--- config.mk ---
export PLATFORM = sky130hd
export DESIGN_NAME = rs_issue_scheduler
export DESIGN_NICKNAME = d
export VERILOG_FILES = /design/src/rtl/rs_sched_pkg.sv /design/src/rtl/rs_sched_entry.sv /design/src/rtl/rs_issue_scheduler.sv
export SDC_FILE = /design/constraint.sdc
export NUM_CORES = 1
export LEC_CHECK = 0
export ABC_AREA = 1
export CAP_MARGIN = 25
export CORE_AREA = 5 5 154 156
export DETAILED_ROUTE_END_ITERATION = 6
export DIE_AREA = 0 0 159 161
export PLACE_DENSITY = 0.51
export SLEW_MARGIN = 20
export SYNTH_ARGS = -nofsm -noshare
export SYNTH_HDL_FRONTEND = slang
export SYNTH_HIERARCHICAL = 1
export SYNTH_SLANG_ARGS = --single-unit
--- constraint.sdc ---
create_clock -name clk -period 5.55 [get_ports clk]
set_input_delay 1.11 -clock clk [delete_from_list [all_inputs] [get_ports clk]]
set_output_delay 1.11 -clock clk [all_outputs]
set_load 0.005 [all_outputs]
--- src/rtl/rs_sched_pkg.sv ---
// Shared constants, per-entry state record and one-hot helpers for the reservation-station scheduler.
package rs_sched_pkg;

  localparam int NUM_ENTRIES = 4;
  localparam int TAG_WIDTH   = 8;
  localparam int IDX_WIDTH   = $clog2(NUM_ENTRIES);

  localparam logic [IDX_WIDTH-1:0] AGE_ONE = IDX_WIDTH'(1);

  typedef struct packed {
    logic                 busy;
    logic                 rdy0;
    logic                 rdy1;
    logic [TAG_WIDTH-1:0] tag0;
    logic [TAG_WIDTH-1:0] tag1;
    logic [IDX_WIDTH-1:0] age;
  } rs_entry_t;

  function automatic logic [NUM_ENTRIES-1:0] onehot_lowest(input logic [NUM_ENTRIES-1:0] vec);
    logic [NUM_ENTRIES-1:0] oh;
    oh = '0;
    for (int i = NUM_ENTRIES - 1; i >= 0; i--) begin
      if (vec[i]) begin
        oh    = '0;
        oh[i] = 1'b1;
      end
    end
    return oh;
  endfunction

  function automatic logic [IDX_WIDTH-1:0] onehot_to_idx(input logic [NUM_ENTRIES-1:0] oh);
    logic [IDX_WIDTH-1:0] idx;
    idx = '0;
    for (int i = 0; i < NUM_ENTRIES; i++) begin
      if (oh[i]) idx = idx | IDX_WIDTH'(i);
    end
    return idx;
  endfunction

endpackage

--- src/rtl/rs_sched_entry.sv ---
// One station entry: busy/ready/tag/age state with broadcast wakeup and dispatch-cycle bypass.
// State updates one edge after alloc/free/wakeup; candidate is purely registered.
module rs_sched_entry
  import rs_sched_pkg::*;
(
  input  logic                 clk,
  input  logic                 rst,
  input  logic                 alloc,
  input  logic                 sel_free,
  input  logic                 free_vld,
  input  logic [IDX_WIDTH-1:0] free_age,
  input  logic [IDX_WIDTH-1:0] new_age,
  input  logic [TAG_WIDTH-1:0] dispatch_tag0,
  input  logic [TAG_WIDTH-1:0] dispatch_tag1,
  input  logic                 dispatch_rdy0,
  input  logic                 dispatch_rdy1,
  input  logic                 bcast_valid,
  input  logic [TAG_WIDTH-1:0] bcast_tag,
  output logic                 busy,
  output logic                 cand,
  output logic [IDX_WIDTH-1:0] age
);

  rs_entry_t q;
  logic      wake0, wake1, byp0, byp1;

  assign wake0 = bcast_valid && (bcast_tag == q.tag0);
  assign wake1 = bcast_valid && (bcast_tag == q.tag1);
  assign byp0  = dispatch_rdy0 || (bcast_valid && (bcast_tag == dispatch_tag0));
  assign byp1  = dispatch_rdy1 || (bcast_valid && (bcast_tag == dispatch_tag1));

  // alloc only targets idle entries and sel_free only busy ones, so they never collide
  always_ff @(posedge clk or posedge rst) begin
    if (rst) begin
      q <= '0;
    end else if (sel_free) begin
      q.busy <= 1'b0;
      q.rdy0 <= 1'b0;
      q.rdy1 <= 1'b0;
    end else if (alloc) begin
      q.busy <= 1'b1;
      q.rdy0 <= byp0;
      q.rdy1 <= byp1;
      q.tag0 <= dispatch_tag0;
      q.tag1 <= dispatch_tag1;
      q.age  <= new_age;
    end else if (q.busy) begin
      if (wake0) q.rdy0 <= 1'b1;
      if (wake1) q.rdy1 <= 1'b1;
      if (free_vld && (q.age > free_age)) q.age <= q.age - AGE_ONE;
    end
  end

  assign busy = q.busy;
  assign cand = q.busy && q.rdy0 && q.rdy1;
  assign age  = q.age;

endmodule

--- src/rtl/rs_issue_scheduler.sv ---
// Allocation and oldest-ready issue select for the tag-based station; alloc/issue selects are combinational,
// a held issue_stall keeps the entry busy. Optional RS_SCHED_PERF_EN adds the 16-bit issue_count.
module rs_issue_scheduler
  import rs_sched_pkg::*;
(
  input  logic                   clk,
  input  logic                   rst,
  input  logic                   dispatch_valid,
  output logic                   dispatch_ready,
  input  logic [TAG_WIDTH-1:0]   dispatch_tag0,
  input  logic [TAG_WIDTH-1:0]   dispatch_tag1,
  input  logic                   dispatch_rdy0,
  input  logic                   dispatch_rdy1,
  output logic [NUM_ENTRIES-1:0] alloc_onehot,
  input  logic                   bcast_valid,
  input  logic [TAG_WIDTH-1:0]   bcast_tag,
  output logic                   issue_valid,
  output logic [NUM_ENTRIES-1:0] issue_onehot,
  output logic [IDX_WIDTH-1:0]   issue_idx,
  input  logic                   issue_stall,
  output logic [IDX_WIDTH:0]     occupancy,
  output logic                   full,
  output logic                   empty,
  output logic [15:0]            issue_count
);

  logic [NUM_ENTRIES-1:0] busy_vec, cand_vec, sel_oh;
  logic [IDX_WIDTH-1:0]   ent_age [NUM_ENTRIES];
  logic [IDX_WIDTH-1:0]   best_age, new_age;
  logic                   found, accept, free_vld;

  always_comb begin
    occupancy = '0;
    for (int i = 0; i < NUM_ENTRIES; i++) occupancy = occupancy + (IDX_WIDTH+1)'(busy_vec[i]);
  end

  assign full           = &busy_vec;
  assign empty          = ~|busy_vec;
  assign dispatch_ready = ~full;
  assign accept         = dispatch_valid && !full;
  assign alloc_onehot   = accept ? onehot_lowest(~busy_vec) : '0;

  // Busy ages are a permutation, so the strict compare yields exactly one winner.
  always_comb begin
    found    = 1'b0;
    best_age = '0;
    sel_oh   = '0;
    for (int i = 0; i < NUM_ENTRIES; i++) begin
      if (cand_vec[i] && (!found || (ent_age[i] < best_age))) begin
        found     = 1'b1;
        best_age  = ent_age[i];
        sel_oh    = '0;
        sel_oh[i] = 1'b1;
      end
    end
  end

  assign issue_valid  = found;
  assign issue_onehot = sel_oh;
  assign issue_idx    = onehot_to_idx(sel_oh);
  assign free_vld     = found && !issue_stall;
  // Accept implies occupancy < NUM_ENTRIES, so the low bits hold the full count here.
  assign new_age      = occupancy[IDX_WIDTH-1:0] - IDX_WIDTH'(free_vld);

  for (genvar g = 0; g < NUM_ENTRIES; g++) begin : g_ent
    rs_sched_entry u_ent (
      .clk           (clk),
      .rst           (rst),
      .alloc         (alloc_onehot[g]),
      .sel_free      (free_vld && sel_oh[g]),
      .free_vld      (free_vld),
      .free_age      (best_age),
      .new_age       (new_age),
      .dispatch_tag0 (dispatch_tag0),
      .dispatch_tag1 (dispatch_tag1),
      .dispatch_rdy0 (dispatch_rdy0),
      .dispatch_rdy1 (dispatch_rdy1),
      .bcast_valid   (bcast_valid),
      .bcast_tag     (bcast_tag),
      .busy          (busy_vec[g]),
      .cand          (cand_vec[g]),
      .age           (ent_age[g])
    );
  end

`ifdef RS_SCHED_PERF_EN
  logic [15:0] issue_cnt_q;
  always_ff @(posedge clk or posedge rst) begin
    if (rst)           issue_cnt_q <= '0;
    else if (free_vld) issue_cnt_q <= issue_cnt_q + 16'd1;
  end
  assign issue_count = issue_cnt_q;
`else
  assign issue_count = '0;
`endif

endmodule

==> After elaboration in Yosys (flattened, before gate mapping) <==
Index checks and enable logic that the tools add are counted.
W data, S select, Z words.
{ "word_totals": {"register_bits": 84, "out_inout_bits": 33, "wordCells": 195, "inputBits": 31} }
{ "op_classes": {"mux": 56, "order_cmp": 7, "eq_ne": 10, "reduce_logical": 84, "bitwise_logic": 6, "n_addsub": 8} }
{ "ops": {"columns": ["cell", "count"], "rows": [
  ["$eq A8 B8 Y1", 10],
  ["$mux W2", 26],
  ["$reduce_bool A3 Y1", 12],
  ["$mux W4", 8],
  ["$logic_and A1 B1 Y1", 31],
  ["$reduce_and A2 Y1", 12],
  ["$reduce_bool A2 Y1", 12],
  ["$mux W1", 18],
  ["$mux W3", 4],
  ["$reduce_and A3 Y1", 4],
  ["$gt A2 B2 Y1", 4],
  ["$sub A2 B1 Y2 const B", 4],
  ["$logic_not A1 Y1", 6],
  ["$lt A2 B2 Y1", 3],
  ["$logic_or A1 B1 Y1", 5],
  ["$not A1 Y1", 5],
  ["$not A4 Y4", 1],
  ["$reduce_and A4 Y1", 1],
  ["$reduce_or A4 Y1", 1],
  ["$add A2 B1 Y3", 1],
  ["$add A3 B1 Y3", 1],
  ["$add A1 B1 Y2", 1],
  ["$sub A2 B1 Y2", 1]
]} }

==> Logic depth before layout (Yosys ltp) <==
Gate-level depths: netlist of run 1.
{ "logic_depth": {"ltp_word": 20, "mapped_depth": 34, "mapped_depth_nobuf": 34} }

==> Hierarchy <==
The synthesis of run 1 kept the hierarchy.
{ "by_module_without_submodules": {"columns": ["module", "seq_area_each_um2", "instances", "area_each_um2", "cells_each"], "rows": [
  ["rs_sched_entry", 525.5, 4, 1476.4, 226],
  ["rs_issue_scheduler", 0.0, 1, 644.4, 117]
]} }

==> Least setup slack after synthesis of run 1 <==
Ideal clock, no wire load.
{ "synth_timing": {"path_kind": "reg-to-output", "startpoint": "register, netlist name g_ent[0].u_ent/busy", "endpoint": "output port issue_onehot[0]", "setup_slack_ps": 1262, "t_required_ps": 4440, "arrival_time_ps": 3178, "path_stages_with_launch": 25, "cell_sequence": "dfrtp_1 > inv_1 > nor3_1 > nand2_1 > ha_1 > nand2_1 > nand2_1 > nand2_1 > nand2_2 > nand3_1 > nand2_1 > inv_1 > ha_1 > nand2_1 > nand2_1 > nand2_2 > nand2_2 > o21ai_0 > ha_1 > nand2_1 > nand2_1 > nand2_2 > nand2_4 > nand2_1 > inv_1"} }
{ "synth_via": {"elab_chain_cells": 15, "elab_cells_between_ends": 24, "cone_classes": "order compare: 3; mux: 10; reduce/logical: 11"} }
{ "synth_rtl": {"columns": ["item", "line", "text"], "rows": [
  ["$logic_and A1 B1 Y1 * (2 in a row)", "rs_sched_entry.sv:55", "assign cand = q.busy && q.rdy0 && q.rdy1;"],
  ["net cand_vec[0]", "rs_issue_scheduler.sv:27", "logic [NUM_ENTRIES-1:0] busy_vec, cand_vec, sel_oh;"],
  ["$mux W2 or $mux W1 (tied branches)", "rs_issue_scheduler.sv:49", "if (cand_vec[i] && (!found || (ent_age[i] < best_age))) begin"],
  ["$lt A2 B2 Y1 or $logic_not A1 Y1 (tied branches)", "rs_issue_scheduler.sv:49", null],
  ["$logic_or A1 B1 Y1", "rs_issue_scheduler.sv:49", null],
  ["$logic_and A1 B1 Y1", "rs_issue_scheduler.sv:49", null],
  ["$mux W2 or $mux W1 (tied branches)", "rs_issue_scheduler.sv:49", null],
  ["$lt A2 B2 Y1 or $logic_not A1 Y1 (tied branches)", "rs_issue_scheduler.sv:49", null],
  ["$logic_or A1 B1 Y1", "rs_issue_scheduler.sv:49", null],
  ["$logic_and A1 B1 Y1", "rs_issue_scheduler.sv:49", null],
  ["$mux W2 or $mux W1 (tied branches)", "rs_issue_scheduler.sv:49", null],
  ["$lt A2 B2 Y1 or $logic_not A1 Y1 (tied branches)", "rs_issue_scheduler.sv:49", null],
  ["$logic_or A1 B1 Y1", "rs_issue_scheduler.sv:49", null],
  ["$logic_and A1 B1 Y1", "rs_issue_scheduler.sv:49", null],
  ["$mux W4 *", "rs_issue_scheduler.sv:49", null],
  ["end, declared", "rs_issue_scheduler.sv:18", "output logic [NUM_ENTRIES-1:0] issue_onehot,"]
]} }
Mark *: on every way through the listed nets, which the timed path passes. The rest lies on a longest branch.

==> Worst setup path in the final report of run 1 <==
{ "layout_timing": {"startpoint": "register, netlist name g_ent[0].u_ent/busy", "endpoint": "output port issue_idx[0]"} }
{ "layout_via": {"elab_chain_cells": 18, "elab_cells_between_ends": 26, "cone_classes": "order compare: 3; mux: 12; reduce/logical: 11"} }
{ "layout_rtl": {"columns": ["item", "line", "text"], "rows": [
  ["$logic_and A1 B1 Y1 * (2 in a row)", "rs_sched_entry.sv:55", null],
  ["net cand_vec[0]", "rs_issue_scheduler.sv:27", null],
  ["$mux W2 or $mux W1 (tied branches)", "rs_issue_scheduler.sv:49", null],
  ["$lt A2 B2 Y1 or $logic_not A1 Y1 (tied branches)", "rs_issue_scheduler.sv:49", null],
  ["$logic_or A1 B1 Y1", "rs_issue_scheduler.sv:49", null],
  ["$logic_and A1 B1 Y1", "rs_issue_scheduler.sv:49", null],
  ["$mux W2 or $mux W1 (tied branches)", "rs_issue_scheduler.sv:49", null],
  ["$lt A2 B2 Y1 or $logic_not A1 Y1 (tied branches)", "rs_issue_scheduler.sv:49", null],
  ["[... 2 more ...]", null, null],
  ["$mux W2 or $mux W1 (tied branches)", "rs_issue_scheduler.sv:49", null],
  ["$lt A2 B2 Y1 or $logic_not A1 Y1 (tied branches)", "rs_issue_scheduler.sv:49", null],
  ["$logic_or A1 B1 Y1", "rs_issue_scheduler.sv:49", null],
  ["$logic_and A1 B1 Y1", "rs_issue_scheduler.sv:49", null],
  ["$mux W4 *", "rs_issue_scheduler.sv:49", null],
  ["$mux W1", "rs_sched_pkg.sv:35", "if (oh[i]) idx = idx | IDX_WIDTH'(i);"],
  ["$mux W2", "rs_sched_pkg.sv:35", null],
  ["$mux W2 *", "rs_sched_pkg.sv:35", null],
  ["end, declared", "rs_issue_scheduler.sv:19", "output logic [IDX_WIDTH-1:0] issue_idx,"]
]} }
Marked as above.

==> results of run 1 <==
-- power by group --
group | internal (uW) | leakage [uW] | total, uW | switching, uW
sequential | 912 | 0.00103 | 1110 | 199
combinational | 722 | 0.00288 | 1780 | 1060
clock | 299 | 0.000126 | 547 | 248
-- worst max-delay path, stage by stage, from the launching register on --
cell             delay (ps)
dfrtp_1                 480
inv_1                    90
nor3_1                  210
buf_4                   180
nand2_1                  60
ha_1                    270
nand2_1                  60
nand2_1                  40
nand2_1                 100
nand2_2                  90
nand3_1                 100
nand2_1                  50
inv_1                    70
ha_1                    230
nand2_1                  70
nand2_1                  60
nand2_2                  70
nand2_2                  90
o21ai_1                 200
ha_1                    250
nand2_1                  70
nand2_1                  60
nand2_2                  90
nand2_4                  80
o21ai_0                 110
clkdlybuf4s50_1         520
-- metal layers --
metal / up-vias / track usage (%) / part of all wire (%)
met5: - / 0 / 0
met4: 0 / 4.265 / 1.7
met3: 22 / 2.092 / 4.5
met2: 144 / 23.93 / 43
met1: 2682 / 22.28 / 50
li1: 3133 / - / -
-- logic make-up after synthesis --
logic type               Yosys count
XOR/XNOR                          33
adder cells (fa/ha/maj)           18
other                              1
AND/OR/NAND/NOR                  532
AO/OA/AOI/OAI                    110
flip-flops                        84
buffers and inverters            243
-- final cells by class --
type | instances | area (um^2) | area share [%]
tap | 285 | 356.6 | 4.756
inverter | 203 | 782.0 | 10.43
sequential | 84 | 2102 | 28.03
multi-input combinational | 709 | 3412 | 45.50
clock inverter | 3 | 15.01 | 0.2002
clock buffer | 12 | 236.5 | 3.154
timing repair buffer | 59 | 594.3 | 7.926
-- flip-flops by register name (all words and copies together), names as in the netlist --
name	cells
g_ent.u_ent/q	72
g_ent.u_ent/age	8
g_ent.u_ent/busy	4
-- synth_stat cells --
cell / n / area (um^2)
o21ai_1: 16 / 80.08
xor2_1: 1 / 8.760
clkbuf_2: 8 / 40.04
inv_1: 195 / 732.0
fa_1: 1 / 20.02
dfrtp_1: 84 / 2102
nand2_2: 4 / 25.02
nor2_1: 44 / 165.2
buf_4: 24 / 180.2
nor3_1: 6 / 30.03
nand4_1: 20 / 125.1
nand3_1: 35 / 175.2
o211ai_1: 12 / 90.09
a21oi_1: 24 / 120.1
or2_2: 9 / 56.30
inv_2: 4 / 15.01
o21bai_1: 4 / 30.03
nand2_4: 5 / 56.30
nor2_8: 4 / 80.08
nand2_1: 403 / 1513
inv_6: 4 / 35.03
o21ai_0: 54 / 270.3
ha_1: 17 / 212.7
xnor2_1: 32 / 280.3
nor4_1: 1 / 6.260
buf_6: 8 / 90.09
conb_1: 1 / 3.750
and2_2: 1 / 7.510
-- through the flow --
stage          cell area (um^2)  instances
3_5_place_dp               7176       1335
4_1_cts                    7427       1350
6_report                   7498       1355
3_3_place_gp               7176       1335
2_1_floorplan              6606       1036
5_1_grt                    7498       1355
-- path summary, 6_finish.rpt --
check                                              to  slack (ps)  cells past startpoint
worst min register to register    g_ent[1].u_ent/q[6]         490                      2
worst max-delay path                     issue_idx[0]         380                     25
worst min-delay path              g_ent[1].u_ent/q[6]         490                      2
max in group asynchronous        g_ent[0].u_ent/q[11]        3600                      2
worst max register to register  g_ent[0].u_ent/age[1]        1200                     32
min in group asynchronous       g_ent[3].u_ent/age[0]        1140                      2
-- timing repair --
| item | in CTS | in global routing |
|---|---|---|
| resized for setup | 0 | 1 |
| setup endpoints to repair | 0 | 6 |
| setup buffers | 0 | 0 |
==> flow_metrics.env, run 1 <==
export IMPL_status="finished, final reports clean"
export IMPL_n_fill_cell=2488
export IMPL_ant_nets=0
export IMPL_syn_area_mm2=0.006550
export IMPL_vias=5981
export IMPL_grt_max_degree=27
export IMPL_startpoint_type="flip-flop"
export IMPL_grt_ovfl_total=0
export IMPL_synth_mux_area_share_pct=0
export IMPL_final_setup_tns_ps=0
export IMPL_die_area_mm2=0.02560
export IMPL_clock_root_buffer="clkbuf_16"
export IMPL_synth_yosys_seq_area_share_pct=32.09
export IMPL_finClkSkew_ps=8.042
export IMPL_synth_compound_area_share_pct=9.016
export IMPL_synth_top_family_by_area="simple AND/OR/NAND/NOR gates"
export IMPL_cts_buffer_depth=2
export IMPL_place_gp_congestion=0.8559
export IMPL_grt_setup_unrepaired="no"
export IMPL_place_ws_ps=627.6
export IMPL_drive_gt1_share_pct=5.140
export IMPL_power_uw=3440
export IMPL_num_rows=55
export IMPL_grt_use_total_pct=15.34
export IMPL_final_nets=1115
export IMPL_fmax_mhz=193.5
export IMPL_path_max_fanout=9
export IMPL_htree_levels=3
export IMPL_yosys_area_share_simple_pct=34.19
export IMPL_cp_startpoint="g_ent[0].u_ent/busy"
export IMPL_hpwl_um=14510
export IMPL_hold_ws_ps=491.7
export IMPL_drv_cap=0
export IMPL_clock_latency_ps=350
export IMPL_cts_made_buffers=9
export IMPL_coreArea_mm2=0.02223
export IMPL_crit_path_end_kind="output pin"
export IMPL_io_buffer_count=47
export IMPL_synth_xor_area_share_pct=4.413
export IMPL_yosysWarnings=6
export IMPL_finalMaxSlewViolations=0
export IMPL_layout_common_cells="nand2_1 (403), inv_1 (195), dfrtp_1 (84), o21ai_0 (53), clkdlybuf4s50_1 (47)"
export IMPL_p_leak_uw=0.004034
export IMPL_worstMarginPinSlew_ps=1057
export IMPL_setup_viol=0
export IMPL_arrival_ps=4060
export IMPL_drc=0
export IMPL_start_util_pct=29.47
export IMPL_postSynthCellCount=1021
export IMPL_area_delta_synth_final_pct=14.48
export IMPL_hold_viol=0
export IMPL_ys_ff_latch=84
export IMPL_layout_setup_ws_ps=382.7
export IMPL_wl_um=19600
export IMPL_required_ps=4440
export IMPL_routed_via_density=4.414
export IMPL_path_clk_slew_ps=60
export IMPL_cts_tree="yes"
export IMPL_min_delay_start="g_ent[1].u_ent/q[6]"
export IMPL_hold_buffers=0
export IMPL_diodes=0
export IMPL_peakVddDrop_v=0.0001687
export IMPL_criticalPathCategory="reg -> out"
export IMPL_final_util_pct=33.73
export IMPL_syn_avg_cell_area_um2=6.415
export IMPL_hp_class="reg -> reg"
export IMPL_io_pins=64
export IMPL_pwr_density_cell_mw_per_mm2=458.7
export IMPL_slew_headroom_pct=29.33
export IMPL_grt_pass1_vias=5586
export IMPL_grt_pass1_wl_um=31730
export IMPL_post_drt_wl_per_cell_um=14.47
export IMPL_netlist_cell_type_count=28
export IMPL_fin_crit_sh_pct=93.10
export IMPL_die_h_um=161
export IMPL_clock_sinks=84
export IMPL_r2r_start="g_ent[0].u_ent/busy"
export IMPL_drt_first_pass_iters=5
export IMPL_drt_iter0_drc=548
export IMPL_period_needed_ps=5167
export IMPL_die_w_um=159
export IMPL_antenna_found_initial=0
export IMPL_final_common_cell="nand2_1"
export IMPL_synthAdderAreaFrac_pct=3.553
No activity file was read; power rests on OpenSTA's default activity.
==> inputs of run 2 (changes only) <==
CORE_AREA = 2 2 151 153   (was 5 5 154 156)
DIE_AREA = 0 0 153 155   (was 0 0 159 161)
==> run 2 against run 1 <==
Combinational power is essentially flat; critical path type unchanged; non-clock buffer count is the same; utilization grew 0.47 points; worst hold slack gained 3.4 ps; clock skew shrank 2.9 ps; clock power grew 25%; first-iteration DRC count shrank 29%; flip-flop and latch count is the same; via count shrank 0.90%; critical path depth is the same.
==> flow_metrics.env, run 2 (synthesis gave the netlist of run 1 again) <==
export IMPL_status="finished, final reports clean"
export IMPL_critPathMaxStageDelay_ps=520
export IMPL_fmax_mhz=195.3
export IMPL_cts_tree="yes"
export IMPL_fin_crit_sh_pct=92.25
export IMPL_p_leak_uw=0.004076
export IMPL_grt_max_degree=27
export IMPL_final_setup_tns_ps=0
export IMPL_startpoint_type="flip-flop"
export IMPL_finalMaxSlewViolations=0
export IMPL_setup_viol=0
export IMPL_largest_register_ffs=72
export IMPL_io_buffer_count=47
export IMPL_finClkSkew_ps=5.124
export IMPL_largest_register="g_ent.u_ent/q"
export IMPL_grt_ovfl_total=0
export IMPL_io_pins=64
export IMPL_peakVddDrop_v=0.0001668
export IMPL_crit_family="simple AND/OR/NAND/NOR gates"
export IMPL_postLayoutCellArea_mm2=0.007602
export IMPL_hpwl_um=14190
export IMPL_area_delta_synth_final_pct=16.06
export IMPL_drt_first_pass_iters=5
export IMPL_place_gp_congestion=0.8535
export IMPL_die_w_um=153
export IMPL_drive_gt1_share_pct=5.509
export IMPL_path_clk_slew_ps=60
export IMPL_ant_nets=0
export IMPL_grt_use_total_pct=16.94
export IMPL_crit_slowest_cell="clkdlybuf4s50_1"
export IMPL_antenna_found_initial=0
export IMPL_criticalPathCategory="reg -> out"
export IMPL_grt_pass1_vias=5619
export IMPL_path_max_fanout=9
export IMPL_period_needed_ps=5120
export IMPL_power_uw=3573
export IMPL_wl_um=19250
export IMPL_layout_common_cells="nand2_1 (403), inv_1 (195), dfrtp_1 (83), o21ai_0 (54), clkdlybuf4s50_1 (47)"
export IMPL_drv_cap=0
export IMPL_critPathMostFrequentCell="nand2_1"
export IMPL_die_area_mm2=0.02372
export IMPL_pwr_density_cell_mw_per_mm2=470.0
export IMPL_clock_latency_ps=350
export IMPL_biggestRegsByFlops="g_ent.u_ent/q (72), g_ent.u_ent/age (8), g_ent.u_ent/busy (4)"
export IMPL_die_h_um=155
export IMPL_arrival_ps=4010
export IMPL_grt_setup_unrepaired="no"
export IMPL_drt_iter0_drc=391
export IMPL_drc=0
export IMPL_diodes=0
export IMPL_path_buf_inv=4
export IMPL_cts_made_buffers=9
export IMPL_worstMarginPinSlew_ps=920.5
export IMPL_final_common_cell="nand2_1"
export IMPL_post_drt_wl_per_cell_um=14.20
export IMPL_final_nets=1115
export IMPL_crit_path_end_kind="output pin"
export IMPL_clock_sinks=84
export IMPL_htree_levels=3
export IMPL_grt_pass1_wl_um=31640
export IMPL_required_ps=4440
export IMPL_routed_via_density=4.371
export IMPL_vias=5927
export IMPL_clock_root_buffer="clkbuf_16"
export IMPL_start_util_pct=29.47
export IMPL_hp_class="reg -> reg"
export IMPL_num_rows=55
export IMPL_hold_buffers=0
export IMPL_hold_viol=0
export IMPL_cts_buffer_depth=2
export IMPL_place_area_mm2=0.007176
export IMPL_slew_headroom_pct=38.44
export IMPL_coreArea_mm2=0.02223
-- run 2: cell types whose count changed in the layout (fill, tap and decap cells not counted), sizes merged --
cell and delta:
clkinv -3, clkinvlp +1, bufinv +2, clkbuf +1
-- run 2: per-layer routing --
metal  vias to the layer above  GRT usage, %  share of wire [%]
li1                       3137             -                  -
met1                      2657         24.45                 51
met2                       116         26.86                 45
met3                        17         2.841                3.5
met4                         0         3.307               0.89
met5                         -             0                  0
-- run 2: worst paths after layout --
path / start / to / slack, ps / depth (start not counted)
min in group asynchronous: rst / g_ent[0].u_ent/age[0] / 1150 / 2
worst max register to register: g_ent[0].u_ent/busy / g_ent[0].u_ent/age[1] / 1210 / 32
worst max-delay path: g_ent[0].u_ent/busy / issue_idx[0] / 430 / 25
worst min-delay path: g_ent[0].u_ent/q[4] / g_ent[0].u_ent/q[4] / 500 / 2
max in group asynchronous: rst / g_ent[2].u_ent/q[12] / 3610 / 2
worst min register to register: g_ent[0].u_ent/q[4] / g_ent[0].u_ent/q[4] / 500 / 2
-- run 2: power breakdown --
| part | internal [uW] | total, uW | leakage (uW) | switching, uW |
|---|---|---|---|---|
| registers | 912 | 1110 | 0.00103 | 198 |
| clock network | 431 | 683 | 0.000162 | 252 |
| logic | 722 | 1780 | 0.00289 | 1060 |
| total | 2070 | 3570 | 0.00408 | 1510 |
-- run 2: through the flow --
stage	std cells	setup WS (ps)	hold slack (ps)	utilization, %
5_1_grt	1356	82.10	520.5	34.20
2_1_floorplan	1036	1262	462.3	-
6_report	1356	430.4	495.1	34.20
3_5_place_dp	1335	690.8	479.1	32.28
4_1_cts	1351	289.2	494.1	33.80
3_3_place_gp	1335	801.6	474.5	32.28
-- run 2: final cells by class --
cell class                      instances  area, um^2
Fill cell                            2478       14630
Multi-Input combinational cell        709        3412
Sequential cell                        84        2103
Inverter                              203       782.0
Timing Repair Buffer                   59       610.6
Tap cell                              285       356.6
Clock buffer                           13       270.3
Clock inverter                          3       67.56
-- run 2: worst register-to-register path, delay by kind of cell (launching register included) --
family | cells | cell delay (ps)
simple gates | 21 | 1830
fa+ha+maj | 4 | 1100
compound gates | 3 | 460
buf+inv | 4 | 380
flops | 1 | 440
-- run 2: repair_timing --
| item | in CTS | in global routing |
|---|---|---|
| gates resized for setup | 0 | 1 |
| setup buffers | 0 | 0 |
| endpoints found under the setup margin | 0 | 1 |
==> inputs of run 3 (changes only) <==
CTS_CLUSTER_SIZE = 30   (was default)
==> results of run 3 <==
No change in the layout: final DEF, timing and power equal those of run 2.
==> RTL edit 1, RTL diff (settings of run 3) <==
Change the package constant `TAG_WIDTH` from 8 to 10.
--- a/src/rtl/rs_sched_pkg.sv
+++ b/src/rtl/rs_sched_pkg.sv
@@ -4,3 +4,3 @@
   localparam int NUM_ENTRIES = 4;
-  localparam int TAG_WIDTH   = 8;
+  localparam int TAG_WIDTH   = 10;
   localparam int IDX_WIDTH   = $clog2(NUM_ENTRIES);
Ports: changed (resized bcast_tag, dispatch_tag0 and dispatch_tag1); port bits go from 64 to 70. No check against the original RTL was run, so the function may have changed too.
==> RTL edit 1 against run 3 <==
  * Setup slack got worse by 0.073 ns
  * Critical endpoint unchanged
  * Highest routed layer unchanged
  * Count of clock-buffer cells in the layout shrank 2
  * Sequential cell count grew 16
  * Power is 9.5% higher
  * Cell area grew 17%
  * Area after synthesis rose by 19%
  * Routed wire length grew 26%
==> RTL edit 1: results (changes against run 3) <==
- GRT Util Overall: 0.212 (+0.0427)
- GP Congestion: 0.817 (-4.3%)
- Starting DRT DRC Count: 462 (+18%)
- Worst R2R Setup Slack: 1.19 ns (-0.02 ns)
- Lkg Pwr: 4.92 nW (+21%)
- Synthesized instance count: 1285 (+26%)
- Detailed placer's ending HPWL: 18100 um (+27%)
- Worst slew pin tran: 1.07 ns (+0.149 ns)
- Detailed Routing Iterations Pass 1: 5 (unchanged)
- Clk Latency, worst-skew pair: 0.36 ns
- GR Util met1: 0.287 (+0.0421)
- Min-delay worst type: reg2reg
- Net count, final: 1389 (+25%)
- Routed length per instance: 14.9 um (+5.0%)
- Post-DRT Antenna Nets: 0 (unchanged)
- Synth top cells by count: nand2_1, inv_1, dfrtp_1, o21ai_1, nor2_1
- Vias in the first global route: 7225 (+29%)
- # clock sinks: 100 (+19%)
- Antenna Diode Count: 0 (unchanged)
- Share of cells above drive strength 1: 0.0732 (+0.0181)
- Setup repair bufs after CTS: 0 (unchanged)
- Slowest stage delay, CP: 0.52 ns (about the same)
- Peak VDD IR: 0.148 mV (-11%)
- Worst hold path startpoint: g_ent[1].u_ent/q[4]$_DFFE_PP0P_
- Layout fillers: 2443 (-1.4%)
- Hold depth: 2 (unchanged)
- Endpoints failing setup: 0 (unchanged)
- Worst r2r path cells: 31 (-3.1%)
- Clock Skew: 0.0119 ns (+0.00680 ns)
- Port buffer count: 53 (+13%)
- H-tree Lvls: 3 (unchanged)
- Worst EP arrival: 4.08 ns (+0.07 ns)
- Cells after DPL: 1608 (+20%)
- Clock tree root buffer cell: clkbuf_16
- CTS Buf Count: 9 (unchanged)
- Met2 GRT Util: 0.356 (+0.0873)
- CTS Buffer Depth: 2 (unchanged)
- Vias per cell: 4.66 (+6.5%)
- Reg2reg end: g_ent[0].u_ent/age[1]$_DFFE_PP0P_
- Post-synthesis cell type count: 33 (+18%)
- Largest cells by area after synthesis: dfrtp_1, nand2_1, inv_1, o21ai_1, nor2_1
- Met3 usage: 0.0223 (-0.00613)
- Max FO, Critical Path: 9 (unchanged)
- Top_reg_cell synth: dfrtp_1
- Syn. warnings: 6 (unchanged)
- Routed wire length: 24200 um (+26%)
- Status: complete, no violations
- Largest net degree at the start of global routing: 37 (+37%)
- CTS clk-pin slew, worst paths: 0.08 ns (+0.02 ns)
- Post-synthesis sequential area ratio: 0.320 (-0.000763)
- First-pass GRT wire length: 39400 um (+24%)
- Hold Path Sink: g_ent[1].u_ent/q[4]$_DFFE_PP0P_
- Regs by FF count: g_ent.u_ent/q (88), g_ent.u_ent/age (8), g_ent.u_ent/busy (4)
- Post-synthesis async set-or-reset flop share: 1.00 (unchanged)
RTL edit 1: cell count changes in the layout (fill, tap and decap cells not counted), sizes merged, moves of 12 or more:
cell / delta
xnor2: -12
clkinv: +13
nor2: +36
nand2: +132
a21oi: +12
o21ai: +20
dfrtp: +16
inv: +57
RTL edit 1: area by class of cell:
class                   count  area share
clock buffers              11      0.0274
repair buffers             63      0.0732
multi-input cells         889       0.456
flip-flops and latches    100       0.283
well taps                 285      0.0403
inverters                 271       0.116
clock inverters             5     0.00410
RTL edit 1: per-layer routing:
layer,up-vias,share of wire
met4,0,0.029
met1,3476,0.47
met2,144,0.47
li1,3899,-
met3,44,0.032
met5,-,0
RTL edit 1: how the worst max path moves through the flow:
stage                                    startpoint              end  slack [ns]
floorplan           g_ent[0].u_ent/busy$_DFFE_PP0P_  issue_onehot[0]        1.31
global placement    g_ent[0].u_ent/busy$_DFFE_PP0P_     issue_idx[0]        0.83
detailed placement  g_ent[0].u_ent/busy$_DFFE_PP0P_     issue_idx[0]        0.67
CTS                 g_ent[0].u_ent/busy$_DFFE_PP0P_     issue_idx[0]        0.27
global route        g_ent[0].u_ent/busy$_DFFE_PP0P_     issue_idx[0]       0.008
finish              g_ent[0].u_ent/busy$_DFFE_PP0P_     issue_idx[0]        0.36
RTL edit 1: logic make-up after synthesis:
| family | synth area share |
|---|---|
| flip-flops | 0.320 |
| AO/OA/AOI/OAI | 0.0935 |
| AND/OR/NAND/NOR | 0.363 |
| other | 0.000480 |
| buffers and inverters | 0.170 |
| adder cells (fa/ha/maj) | 0.0298 |
| XOR/XNOR | 0.0235 |
RTL edit 1: critical path, delay by kind of cell, from the launching register on:
kind / cells / cell delay (ns)
AND/OR/NAND/NOR: 16 / 1.22
buffers and inverters: 4 / 0.83
adder cells (fa/ha/maj): 3 / 0.82
flip-flops: 1 / 0.44
AO/OA/AOI/OAI: 2 / 0.39
RTL edit 1: through the flow:
| step | cell area (sq um) | worst slack [ns] | total power [mW] | hold WS, ns | util |
|---|---|---|---|---|---|
| finish | 8860 | 0.357 | 3.91 | 0.497 | 0.398 |
| global route | 8860 | 0.00802 | 4.33 | 0.527 | 0.398 |
| CTS | 8860 | 0.266 | 3.95 | 0.500 | 0.398 |
| detailed placement | 8580 | 0.674 | 3.31 | 0.481 | 0.386 |
| global placement | 8500 | 0.825 | 3.28 | 0.476 | 0.383 |
| floorplan | 7870 | 1.31 | 2.72 | 0.462 | - |
RTL edit 1: what timing repair did:
action / 4_1_cts / 5_1_grt
setup endpoints to repair: 0 / 6
endpoints found under the hold margin: 0 / 0
resized for setup: 0 / 1
RTL edit 1: power by group:
group	internal [mW]	switching, mW	total [mW]
sequential	1.09	0.225	1.31
combinational	0.784	1.19	1.97
clock	0.318	0.310	0.628
total	2.19	1.73	3.91
==> RTL edit 2, RTL diff (config.mk and constraints of run 3) <==
Made on the original files. The option `RS_SCHED_PERF_EN` is turned on by a define.
--- a/src/rtl/rs_issue_scheduler.sv
+++ b/src/rtl/rs_issue_scheduler.sv
@@ -2,2 +2,4 @@
 // a held issue_stall keeps the entry busy. Optional RS_SCHED_PERF_EN adds the 16-bit issue_count.
+`define RS_SCHED_PERF_EN
+
 module rs_issue_scheduler
Check against the original RTL: not equivalent (Yosys sat finds a counterexample within 4 cycles, from zero or initial values and one cycle with rst high).
==> RTL edit 2 against run 3 <==
  * First-iteration DRC count fell by 4.9%
  * Cell area grew 9.8%
  * Register-to-register slack got worse by 0.02 ns
  * Cell count grew 4.2%
  * Count of clock-buffer cells in the layout shrank 4
  * Sequential cell count grew 16
  * Power grew 2.2%
  * Core utilization rose by 3.3 points
  * Setup slack got worse by 0.043 ns
  * Area after synthesis rose by 9.0%
  * Clock skew up 0.0040 ns
  * Sequential power increased by 13%
  * Routed wire length rose by 3.6%
  * Largest power group unchanged
==> RTL edit 2: results (changes against run 3) <==
- Psw: 1.56 mW (+3.3%)
- Post-synthesis async set-or-reset flop share: 1.00 (unchanged)
- Hold Path Sink: issue_count[15]$_DFFE_PP0P_
- Reg2reg end: g_ent[0].u_ent/age[1]$_DFFE_PP0P_
- Lkg Pwr: 4.39 nW (+7.7%)
- Post-synthesis cell type count: 36 (+29%)
- Synthesized area: 7140 sq um (+9.0%)
- CTS clk-pin slew, worst paths: 0.08 ns (+0.02 ns)
- GP Congestion: 0.818 (-4.2%)
- Worst hold path startpoint: issue_count[15]$_DFFE_PP0P_
- Worst r2r path cells: 32 (unchanged)
- Hold depth: 1 (-1)
- PostCTS Resize Cnt: 0 (unchanged)
- Initial antenna violation count: 0 (unchanged)
- Hold_ws: 0.480 ns (-0.0148 ns)
- Crit path max-delay family: simple AND/OR/NAND/NOR gates
- Peak VDD IR: 0.159 mV (-4.7%)
- Vias in the first global route: 5968 (+6.2%)
- Slowest stage delay, CP: 0.51 ns
- Worst R2R Setup Slack: 1.19 ns (-0.02 ns)
- GRT Util Overall: 0.173 (+0.00355)
- Setup repair bufs after CTS: 0 (unchanged)
- Mapped Nets: 1112
- Placement Setup Slack: 0.732 ns (+0.0412 ns)
- Max FO, Critical Path: 9 (unchanged)
- Share of cells above drive strength 1: 0.0594 (+0.00431)
- Slowest library cell on the worst path: clkdlybuf4s50_1
- Clock Skew: 0.00908 ns (+0.00395 ns)
- Detailed placer's ending HPWL: 14800 um (+4.3%)
- Layout fillers: 2414 (-2.6%)
- Port buffer count: 63 (+34%)
- Number of flip-flops in the largest register: 72 (unchanged)
- Largest cells by area after synthesis: dfrtp_1, nand2_1, inv_1, xnor2_1, o21ai_0
- Worst slew pin tran: 1.02 ns (+0.0998 ns)
- H-tree Lvls: 3 (unchanged)
- Antenna Diode Count: 0 (unchanged)
- Min-delay worst type: reg2reg
- First-pass GRT wire length: 32600 um (+3.0%)
- Net count, final: 1173 (+5.2%)
- Top_reg_cell synth: dfrtp_1
- CTS Buffer Depth: 2 (unchanged)
- Worst EP arrival: 4.05 ns (+0.04 ns)
- Starting DRT DRC Count: 372 (-4.9%)
- Most flop-heavy register: g_ent.u_ent/q
- Clk Latency, worst-skew pair: 0.36 ns
- Detailed Routing Iterations Pass 1: 5 (unchanged)
- Vias after detailed routing: 6412 (+8.2%)
- Status: complete, no violations
- Synth top cells by count: nand2_1, inv_1, dfrtp_1, o21ai_0, nor2_1
- Largest net degree at the start of global routing: 27 (unchanged)
- Routed wire length: 19900 um (+3.6%)
- Reg-to-reg startpoint: g_ent[0].u_ent/busy$_DFFE_PP0P_
- Clock tree root buffer cell: clkbuf_16
- Post-synthesis sequential area ratio: 0.350 (+0.0295)
- Post-CTS Hold Fix Bufs: 0 (unchanged)
- CTS Buf Count: 9 (unchanged)
## RTL edit 2: cell count changes in the layout (fill, tap and decap cells not counted), moves of 3 or more
cell	delta
conb_1	-16
xnor2_1	+8
inv_6	+4
nand2_1	+9
xor2_1	+6
clkdlybuf4s50_1	+16
nor2_1	+4
dfrtp_1	+17
clkbuf_8	-3
## RTL edit 2: metrics by stage
stage	cell area (sq um)	power, mW	std cells
global route	8340	4.03	1413
finish	8340	3.65	1413
CTS	8290	3.70	1410
detailed placement	8010	3.05	1394
floorplan	7140	2.51	1062
global placement	7990	3.02	1393
## RTL edit 2: worst max path at each step
stage | from | end | slack (ns) | depth (start not counted)
2_1_floorplan | g_ent[0].u_ent/busy$_DFFE_PP0P_ | issue_onehot[0] | 1.22 | 24
3_3_place_gp | g_ent[0].u_ent/busy$_DFFE_PP0P_ | issue_idx[0] | 0.78 | 25
3_5_place_dp | g_ent[0].u_ent/busy$_DFFE_PP0P_ | issue_idx[0] | 0.73 | 25
4_1_cts | g_ent[0].u_ent/busy$_DFFE_PP0P_ | issue_idx[0] | 0.33 | 25
5_1_grt | g_ent[0].u_ent/busy$_DFFE_PP0P_ | issue_idx[0] | 0.005 | 25
6_report | g_ent[0].u_ent/busy$_DFFE_PP0P_ | issue_idx[0] | 0.39 | 25
## RTL edit 2: metal layers
metal | wire [um] | part of all wire | vias up | GRT usage
met5 | 0 | 0 | - | 0
met4 | 187 | 0.0094 | 0 | 0.0335
met3 | 689 | 0.035 | 13 | 0.0262
met2 | 8870 | 0.44 | 120 | 0.274
met1 | 10200 | 0.51 | 2945 | 0.252
li1 | - | - | 3334 | -
## RTL edit 2: area by class of cell
cell class | instances | area, sq um | share of cell area
clock inverter | 7 | 56.3 | 0.00675
multi-input combinational | 734 | 3660 | 0.439
tap | 285 | 357 | 0.0427
inverter | 204 | 786 | 0.0942
clock buffer | 9 | 225 | 0.0270
timing repair buffer | 74 | 756 | 0.0906
sequential | 100 | 2500 | 0.300
## RTL edit 2: kinds of logic (layout without fill, tap and decap cells)
group,after synthesis,in the layout,synth area share
AO/OA/AOI/OAI,110,110,0.0827
XOR/XNOR,47,47,0.0576
adder cells (fa/ha/maj),19,19,0.0343
buffers and inverters,228,294,0.137
flip-flops,100,100,0.350
AND/OR/NAND/NOR,558,558,0.338
## RTL edit 2: power by group through the flow
stage | Sequential, mW | Clock [mW] | Combinational (mW)
after floorplan | 1.21 | 0 | 1.30
after global placement | 1.26 | 0 | 1.76
after detailed placement | 1.27 | 0 | 1.78
after CTS | 1.26 | 0.654 | 1.79
after global routing | 1.30 | 0.679 | 2.05
final | 1.25 | 0.624 | 1.77
